`src/rtl/pht_update_ctrl_pkg.sv`:
```
// Shared predictor definitions: history width, 2-bit counter and FSM encodings,
// update queue entry width, and the saturating counter step.
package pht_update_ctrl_pkg;

  localparam int unsigned PHT_GHR_W   = 14;
  localparam int unsigned PHT_ENTRY_W = 2 * PHT_GHR_W + 1;

  typedef enum logic [1:0] {
    CTR_SNT = 2'd0,
    CTR_WNT = 2'd1,
    CTR_WT  = 2'd2,
    CTR_ST  = 2'd3
  } ctr_e;

  typedef enum logic [1:0] {
    ST_IDLE = 2'd0,
    ST_CAPT = 2'd1,
    ST_WR   = 2'd2
  } upd_state_e;

  function automatic logic [1:0] ctr_next(input logic [1:0] c, input logic taken);
    logic [1:0] r;
    r = c;
    if (taken) begin
      if (c != CTR_ST) r = c + 2'd1;
    end else begin
      if (c != CTR_SNT) r = c - 2'd1;
    end
    return r;
  endfunction

endpackage

```
`src/rtl/pht_update_ctrl_if.sv`:
```
// Update, PHT-port and GHR-restore signals of the PHT update controller.
// slave: the controller; master: execute stage / front end / PHT / GHR side.
interface pht_update_ctrl_if
  import pht_update_ctrl_pkg::*;
#(
  parameter int unsigned GHR_W = PHT_GHR_W
);

  logic             lookup_req;
  logic             upd_valid;
  logic             upd_ready;
  logic [GHR_W-1:0] upd_pc;
  logic [GHR_W-1:0] upd_ghr;
  logic             upd_taken;
  logic             upd_mispred;
  logic             pht_rd_en;
  logic [GHR_W-1:0] pht_addr;
  logic [1:0]       pht_rd_data;
  logic             pht_wr_en;
  logic [1:0]       pht_wr_data;
  logic             ghr_wr_en;
  logic [GHR_W-1:0] ghr_wr_data;
  logic             busy;

  modport slave (
    input  lookup_req, upd_valid, upd_pc, upd_ghr, upd_taken, upd_mispred, pht_rd_data,
    output upd_ready, pht_rd_en, pht_addr, pht_wr_en, pht_wr_data,
           ghr_wr_en, ghr_wr_data, busy
  );

  modport master (
    output lookup_req, upd_valid, upd_pc, upd_ghr, upd_taken, upd_mispred, pht_rd_data,
    input  upd_ready, pht_rd_en, pht_addr, pht_wr_en, pht_wr_data,
           ghr_wr_en, ghr_wr_data, busy
  );

endinterface

```
`src/rtl/pht_update_ctrl_upd_fifo.sv`:
```
// Synchronous update queue; head entry is visible combinationally.
// Pointers carry one extra wrap bit to tell full from empty.
module upd_fifo
  import pht_update_ctrl_pkg::*;
#(
  parameter int unsigned W     = PHT_ENTRY_W,
  parameter int unsigned DEPTH = 4
) (
  input  logic         clk,
  input  logic         reset,
  input  logic         push,
  input  logic [W-1:0] push_data,
  input  logic         pop,
  output logic [W-1:0] head_data,
  output logic         full,
  output logic         empty
);

  localparam int unsigned AW = $clog2(DEPTH);

  logic [AW:0]  wr_ptr_q, wr_ptr_d;
  logic [AW:0]  rd_ptr_q, rd_ptr_d;
  logic [W-1:0] mem_q [DEPTH];
  logic         push_ok, pop_ok;

  assign empty     = (wr_ptr_q == rd_ptr_q);
  assign full      = (wr_ptr_q[AW] != rd_ptr_q[AW]) &&
                     (wr_ptr_q[AW-1:0] == rd_ptr_q[AW-1:0]);
  assign head_data = mem_q[rd_ptr_q[AW-1:0]];
  assign push_ok   = push & ~full;
  assign pop_ok    = pop & ~empty;

  always_comb begin
    wr_ptr_d = wr_ptr_q + {{AW{1'b0}}, push_ok};
    rd_ptr_d = rd_ptr_q + {{AW{1'b0}}, pop_ok};
  end

  always_ff @(posedge clk or negedge reset) begin
    if (!reset) begin
      wr_ptr_q <= '0;
      rd_ptr_q <= '0;
    end else begin
      wr_ptr_q <= wr_ptr_d;
      rd_ptr_q <= rd_ptr_d;
    end
  end

  always_ff @(posedge clk) begin
    if (push_ok) mem_q[wr_ptr_q[AW-1:0]] <= push_data;
  end

endmodule

```
`src/rtl/pht_update_ctrl.sv`:
```
// Queues resolved branches, read-modify-writes gshare PHT counters around front-end
// lookups, and pulses the GHR restore port on mispredicts. Option: BP_UPD_SKIP_EN.
module pht_update_ctrl
  import pht_update_ctrl_pkg::*;
#(
  parameter int unsigned GHR_W   = PHT_GHR_W,
  parameter int unsigned Q_DEPTH = 4
) (
  input  logic              clk,
  input  logic              reset,
  pht_update_ctrl_if.slave  bus
);

  localparam int unsigned ENTRY_W = 2 * GHR_W + 1;

  logic               full, empty, push, pop;
  logic [ENTRY_W-1:0] head;
  logic [GHR_W-1:0]   head_pc, head_ghr, idx;
  logic               head_taken;

  upd_state_e         state_q, state_d;
  logic [1:0]         cnt_q, cnt_d;
  logic [1:0]         new_cnt;
  logic               rd_en, wr_en;
  logic [1:0]         wr_data;
  logic               ghr_wr_en_q, ghr_wr_en_d;
  logic [GHR_W-1:0]   ghr_wr_data_q, ghr_wr_data_d;

  assign push = bus.upd_valid & ~full;

  upd_fifo #(
    .W     (ENTRY_W),
    .DEPTH (Q_DEPTH)
  ) u_fifo (
    .clk       (clk),
    .reset     (reset),
    .push      (push),
    .push_data ({bus.upd_pc, bus.upd_ghr, bus.upd_taken}),
    .pop       (pop),
    .head_data (head),
    .full      (full),
    .empty     (empty)
  );

  assign {head_pc, head_ghr, head_taken} = head;
  assign idx     = head_ghr ^ head_pc;
  assign new_cnt = ctr_next(bus.pht_rd_data, head_taken);

  // PHT strobes are gated by the same-cycle lookup_req, so they are decoded from
  // the registered state rather than registered themselves.
  always_comb begin
    state_d = state_q;
    cnt_d   = cnt_q;
    pop     = 1'b0;
    rd_en   = 1'b0;
    wr_en   = 1'b0;
    wr_data = '0;
    case (state_q)
      ST_IDLE: begin
        if (!empty && !bus.lookup_req) begin
          rd_en   = 1'b1;
          state_d = ST_CAPT;
        end
      end
      ST_CAPT: begin
        cnt_d = new_cnt;
`ifdef BP_UPD_SKIP_EN
        if (new_cnt == bus.pht_rd_data) begin
          pop     = 1'b1;
          state_d = ST_IDLE;
        end else
`endif
        if (!bus.lookup_req) begin
          wr_en   = 1'b1;
          wr_data = new_cnt;
          pop     = 1'b1;
          state_d = ST_IDLE;
        end else begin
          state_d = ST_WR;
        end
      end
      ST_WR: begin
        if (!bus.lookup_req) begin
          wr_en   = 1'b1;
          wr_data = cnt_q;
          pop     = 1'b1;
          state_d = ST_IDLE;
        end
      end
      default: state_d = ST_IDLE;
    endcase
  end

  always_comb begin
    ghr_wr_en_d   = push & bus.upd_mispred;
    ghr_wr_data_d = ghr_wr_data_q;
    if (push && bus.upd_mispred) ghr_wr_data_d = {bus.upd_ghr[GHR_W-2:0], bus.upd_taken};
  end

  always_ff @(posedge clk or negedge reset) begin
    if (!reset) begin
      state_q       <= ST_IDLE;
      cnt_q         <= '0;
      ghr_wr_en_q   <= 1'b0;
      ghr_wr_data_q <= '0;
    end else begin
      state_q       <= state_d;
      cnt_q         <= cnt_d;
      ghr_wr_en_q   <= ghr_wr_en_d;
      ghr_wr_data_q <= ghr_wr_data_d;
    end
  end

  assign bus.upd_ready   = ~full;
  assign bus.pht_rd_en   = rd_en;
  assign bus.pht_wr_en   = wr_en;
  assign bus.pht_addr    = (rd_en || wr_en) ? idx : '0;
  assign bus.pht_wr_data = wr_data;
  assign bus.ghr_wr_en   = ghr_wr_en_q;
  assign bus.ghr_wr_data = ghr_wr_data_q;
  assign bus.busy        = ~empty || (state_q != ST_IDLE);

endmodule

```
`src/flat_wrapper.sv`:
```
// flat-port wrapper written by rule: the top's interface ports become plain ports
module pht_update_ctrl_flat import pht_update_ctrl_pkg::*;
#(
  parameter int unsigned GHR_W   = PHT_GHR_W,
  parameter int unsigned Q_DEPTH = 4
)
  (clk, reset, bus_lookup_req, bus_upd_valid, bus_upd_pc, bus_upd_ghr, bus_upd_taken, bus_upd_mispred, bus_pht_rd_data, bus_upd_ready, bus_pht_rd_en, bus_pht_addr, bus_pht_wr_en, bus_pht_wr_data, bus_ghr_wr_en, bus_ghr_wr_data, bus_busy);
  pht_update_ctrl_if #(.GHR_W(GHR_W)) bus_i ();
  input  logic clk;
  input  logic reset;
  input wire logic [$bits(bus_i.lookup_req)-1:0] bus_lookup_req;
  input wire logic [$bits(bus_i.upd_valid)-1:0] bus_upd_valid;
  input wire logic [$bits(bus_i.upd_pc)-1:0] bus_upd_pc;
  input wire logic [$bits(bus_i.upd_ghr)-1:0] bus_upd_ghr;
  input wire logic [$bits(bus_i.upd_taken)-1:0] bus_upd_taken;
  input wire logic [$bits(bus_i.upd_mispred)-1:0] bus_upd_mispred;
  input wire logic [$bits(bus_i.pht_rd_data)-1:0] bus_pht_rd_data;
  output wire logic [$bits(bus_i.upd_ready)-1:0] bus_upd_ready;
  output wire logic [$bits(bus_i.pht_rd_en)-1:0] bus_pht_rd_en;
  output wire logic [$bits(bus_i.pht_addr)-1:0] bus_pht_addr;
  output wire logic [$bits(bus_i.pht_wr_en)-1:0] bus_pht_wr_en;
  output wire logic [$bits(bus_i.pht_wr_data)-1:0] bus_pht_wr_data;
  output wire logic [$bits(bus_i.ghr_wr_en)-1:0] bus_ghr_wr_en;
  output wire logic [$bits(bus_i.ghr_wr_data)-1:0] bus_ghr_wr_data;
  output wire logic [$bits(bus_i.busy)-1:0] bus_busy;
  assign bus_i.lookup_req = bus_lookup_req;
  assign bus_i.upd_valid = bus_upd_valid;
  assign bus_i.upd_pc = bus_upd_pc;
  assign bus_i.upd_ghr = bus_upd_ghr;
  assign bus_i.upd_taken = bus_upd_taken;
  assign bus_i.upd_mispred = bus_upd_mispred;
  assign bus_i.pht_rd_data = bus_pht_rd_data;
  assign bus_upd_ready = bus_i.upd_ready;
  assign bus_pht_rd_en = bus_i.pht_rd_en;
  assign bus_pht_addr = bus_i.pht_addr;
  assign bus_pht_wr_en = bus_i.pht_wr_en;
  assign bus_pht_wr_data = bus_i.pht_wr_data;
  assign bus_ghr_wr_en = bus_i.ghr_wr_en;
  assign bus_ghr_wr_data = bus_i.ghr_wr_data;
  assign bus_busy = bus_i.busy;
  pht_update_ctrl #(.GHR_W(GHR_W), .Q_DEPTH(Q_DEPTH)) u_core (.clk(clk), .reset(reset), .bus(bus_i));
endmodule
```
`config.mk`:
```
export PLATFORM = sky130hd
export DESIGN_NAME = pht_update_ctrl_flat
export DESIGN_NICKNAME = d
export VERILOG_FILES = /design/src/rtl/pht_update_ctrl_pkg.sv /design/src/rtl/pht_update_ctrl_if.sv /design/src/rtl/pht_update_ctrl_upd_fifo.sv /design/src/rtl/pht_update_ctrl.sv /design/src/flat_wrapper.sv
export SDC_FILE = /design/constraint.sdc
export NUM_CORES = 1
export LEC_CHECK = 0
export CORE_MARGIN = 8
export CORE_UTILIZATION = 25
export DETAILED_ROUTE_END_ITERATION = 16
export GPL_TIMING_DRIVEN = 0
export PLACE_DENSITY = 0.42
export SYNTH_ARGS = -nofsm -noshare
export SYNTH_HDL_FRONTEND = slang
export SYNTH_SLANG_ARGS = --single-unit
```
`constraint.sdc`:
```
create_clock -name clk -period 5 [get_ports clk]
set_clock_uncertainty 0.2 [all_clocks]
set_input_delay 0.5 -clock clk [delete_from_list [all_inputs] [get_ports clk]]
set_output_delay 0.5 -clock clk [all_outputs]
set_load 0.01 [all_outputs]
```
==> results.tsv <==
stage	metric	value	unit
pwr	net switching power	0.00139	W
placed_design	dpl cells	666	
sta	RSZ-0062 raised after global routing	no	
placed_design	gp weighted congestion	0.668	
die	Starting Density	25.3	%
worst_hold_path	min-delay src	u_core.u_fifo.rd_ptr_q[1]	
sta	Max Slew Vio Count	0	
logic_synthesis	Main synth FF type	edfxtp_1	
critical_path	Startpoint Class	flop	
sta	Period Utilization, post-route	74.1	%
logic_synthesis	async set or reset register ratio after synthesis	17.7	%
critical_path	cell repeated most along the worst path	buf_2	
pwr	Max VDD drop	0.000209	V
critical_path	length in cells of the worst reg-to-reg path	5	
sta	setup_tns	0	ns
grt	GRT Resource Usage Total	9.21	%
critical_path	crit end category	output pin	
clock_tree	Max Buffers Root-to-Sink	2	
cells_and_area	ant diodes	0	
grt	number of global-route vias before repair	3188	
cells_and_area	Non-Filler Instances	699	
placed_design	buffers added on ports	70	
run	MaxCap Viol Count	0	
critical_path	Slowest cell on crit path	o311ai_2	
pwr	PwrDens	624	mW/mm2
worst_hold_path	hold path depth	1	
worst_hold_path	worst min path class	reg -> reg	
pwr	Sw Ratio	29.8	%
cells_and_area	area delta synth->final	31.7	%
critical_path	Worst EP required	4.30	ns
clock_tree	Worst-Skew Late Latency	0.41	ns
logic_synthesis	Post-Syn Nets	347	
logic_synthesis	Post-Synthesis Cell Area	0.00567	mm2
critical_path	worst reg2reg endpoint	u_core.u_fifo.mem_q[1][24]	
cells_and_area	final layout net count	445	
die	FP Rows	55	
pwr	internal power	0.00327	W
drt	DR iter-0 viols	145	
sta	worst setup margin	1.30	ns
critical_path	worst-path fanout max	10	
cells_and_area	ratio of cells with drive above 1 in the final layout	19.6	%
sta	Final min period	3.70	ns
clock_tree	clock sink count	141	
grt	first-pass GRT wire length	18700	um
die	die area	0.0277	mm2
die	total core area	0.0224	mm2
die	Die W	167	um
logic_synthesis	Synth Register Bits	141	
drt	WL final	12100	um
clock_tree	CTS buffer count	17	
drt	DR DRC count	0	
sta	# setup viols final	0	
grt	initial antenna violation count	0	
sta	Fin. Hold Viols	0	
drt	Final ANT Viol Nets	0	
outcome	status	complete, no violations	
die	die height	167	um
logic_synthesis	Synth warnings	0	
clock_tree	Hold-fix buffers, CTS	1	
critical_path	crit path DAT	3.00	ns
worst_hold_path	Hold Path End	u_core.u_fifo.rd_ptr_q[1]	
logic_synthesis	Synth cell types	32	
clock_tree	CTS tree	built	
placed_design	DP Worst Slack	1.36	ns
cells_and_area	most frequent cells in the layout	edfxtp_1 (116), clkdlybuf4s50_1 (69), xnor2_1 (59), dfrtp_1 (25)	
drt	Avg WL per Cell	17.3	um
logic_synthesis	number of flops mapped to enable cells by yosys	116	
drt	TritonRoute pass-1 iters	4	
sta	Worst slew margin	38.3	%
grt	largest net degree at the start of global routing	30	
pwr	Pleak	2.51	nW
critical_path	crit path kind	reg -> out	
clock_tree	root buffer cell	clkbuf_16	
drt	vias	2854	
clock_tree	CTS resizes	0	
placed_design	Final HPWL DP	8300	um
critical_path	CP cell instances	buf_2 -> xor2_1 -> o311ai_2 -> buf_2 -> a21oi_1 -> clkdlybuf4s50_1	
pwr	Seq pwr share	38.0	%
sta	f_max	0.270	GHz
clock_tree	postcts setup bufs	0	
logic_synthesis	Seq/Total Area, Yosys	72.5	%
pwr	Comb pwr share	34.1	%
drt	Vias/cell	4.08	
logic_synthesis	syn avg cell area	18.7	um2
pwr	clock share of power	27.9	%
critical_path	reg-to-reg startpoint	u_core.u_fifo.rd_ptr_q[1]	
sta	Worst Tran Pin Value	0.921	ns
clock_tree	clock transition at the registers of the reported paths	0.05	ns
critical_path	worst reg-to-reg setup slack	2.34	ns
clock_tree	H-tree depth	4	
grt	gr ovfl total	0	
cells_and_area	most common cell after layout, fill and taps aside	edfxtp_1	
die	Ports	71	
critical_path	Largest stage delay, worst path	0.68	ns
logic_synthesis	Post-Syn Instances	303	
[flip-flops by register name (all words and copies together) (netlist names)]
register                flops
u_core.bus.ghr_wr_en        1
u_core.bus.ghr_wr_data     14
u_core.cnt_q                2
u_core.u_fifo.rd_ptr_q      3
u_core.u_fifo.mem_q       116
u_core.state_q              2
u_core.u_fifo.wr_ptr_q      3
[kinds of logic (layout without fill, tap and decap cells)]
kind of cell	after synthesis	after routing	share of synthesized area, %
XOR/XNOR	64	64	10.0
buffers and inverters	15	126	1.26
adder cells (fa/ha/maj)	8	8	1.77
AO/OA/AOI/OAI	31	31	3.71
flip-flops	141	141	72.5
multiplexers	30	30	9.54
AND/OR/NAND/NOR	14	14	1.17
[stage by stage]
step           hold WS (ns)  util (%)  cell area, um2  power (W)
2_1_floorplan       0.00441         -            5670    0.00269
3_3_place_gp          0.287      30.0            6720    0.00337
3_5_place_dp          0.290      30.4            6830    0.00343
4_1_cts               0.303      33.3            7460    0.00475
5_1_grt               0.329      33.3            7460    0.00493
6_report              0.297      33.3            7460    0.00466
[area by class of cell]
| cell class | count | area (um2) |
|---|---|---|
| buffer | 7 | 41.3 |
| clock buffer | 17 | 425 |
| clock inverter | 15 | 196 |
| fill | 2183 | 15000 |
| inverter | 8 | 30.0 |
| multi-input combinational | 147 | 1500 |
| sequential | 141 | 4110 |
| tap | 285 | 357 |
| timing repair buffer | 79 | 800 |
[worst max path at each step]
stage / startpoint / cells after the start / to / slack [ns]
5_1_grt: u_core.u_fifo.rd_ptr_q[1] / 6 / bus_pht_addr[5] / 1.13
3_3_place_gp: bus_upd_valid / 3 / u_core.u_fifo.mem_q[2][19] / -0.89
3_5_place_dp: bus_lookup_req / 6 / bus_pht_addr[5] / 1.36
4_1_cts: u_core.u_fifo.rd_ptr_q[1] / 6 / bus_pht_addr[5] / 1.26
2_1_floorplan: u_core.u_fifo.rd_ptr_q[1] / 4 / u_core.u_fifo.mem_q[2][0] / 1.19
6_report: u_core.u_fifo.rd_ptr_q[1] / 6 / bus_pht_addr[5] / 1.30
[synthesized netlist by cell type (2+ instances only)]
| master | n | area share (%) |
|---|---|---|
| mux2_4 | 9 | 2.4 |
| buf_2 | 3 | 0.26 |
| clkbuf_1 | 2 | 0.13 |
| nor3b_1 | 2 | 0.26 |
| mux4_2 | 15 | 6.0 |
| o22ai_1 | 2 | 0.22 |
| inv_1 | 8 | 0.53 |
| edfxtp_1 | 116 | 61 |
| nor3_1 | 2 | 0.18 |
| xnor2_1 | 59 | 9.1 |
| mux2_2 | 6 | 1.2 |
| ha_1 | 8 | 1.8 |
| dfrtp_1 | 25 | 11 |
| nand2_1 | 7 | 0.46 |
| a311oi_1 | 2 | 0.31 |
| o21ai_0 | 2 | 0.18 |
| xor2_1 | 4 | 0.62 |
| a21oi_1 | 17 | 1.5 |
[power groups by stage]
stage | combinational [W] | sequential [W] | clock, W
finish | 0.00159 | 0.00177 | 0.00130
floorplan | 0.000884 | 0.00181 | 0
global placement | 0.00156 | 0.00181 | 0
detailed placement | 0.00163 | 0.00179 | 0
CTS | 0.00164 | 0.00177 | 0.00134
global route | 0.00174 | 0.00180 | 0.00139
[routing by layer]
layer	up-vias	share of wire [%]	wire [um]	GRT usage, %
met5	-	0	0	0
met4	0	0.88	107	2.82
met2	57	51	6200	15.8
met1	1445	44	5300	10.4
li1	1344	-	-	-
met3	8	4.1	492	3.62
[worst max-delay path, delay by kind of cell, from the launching register on]
family,cells,cell delay (ns)
xor+xnor,1,0.22
buf+inv,3,1.15
flops,1,0.37
compound gates,2,0.84
(Power assumes the default switching activity.)
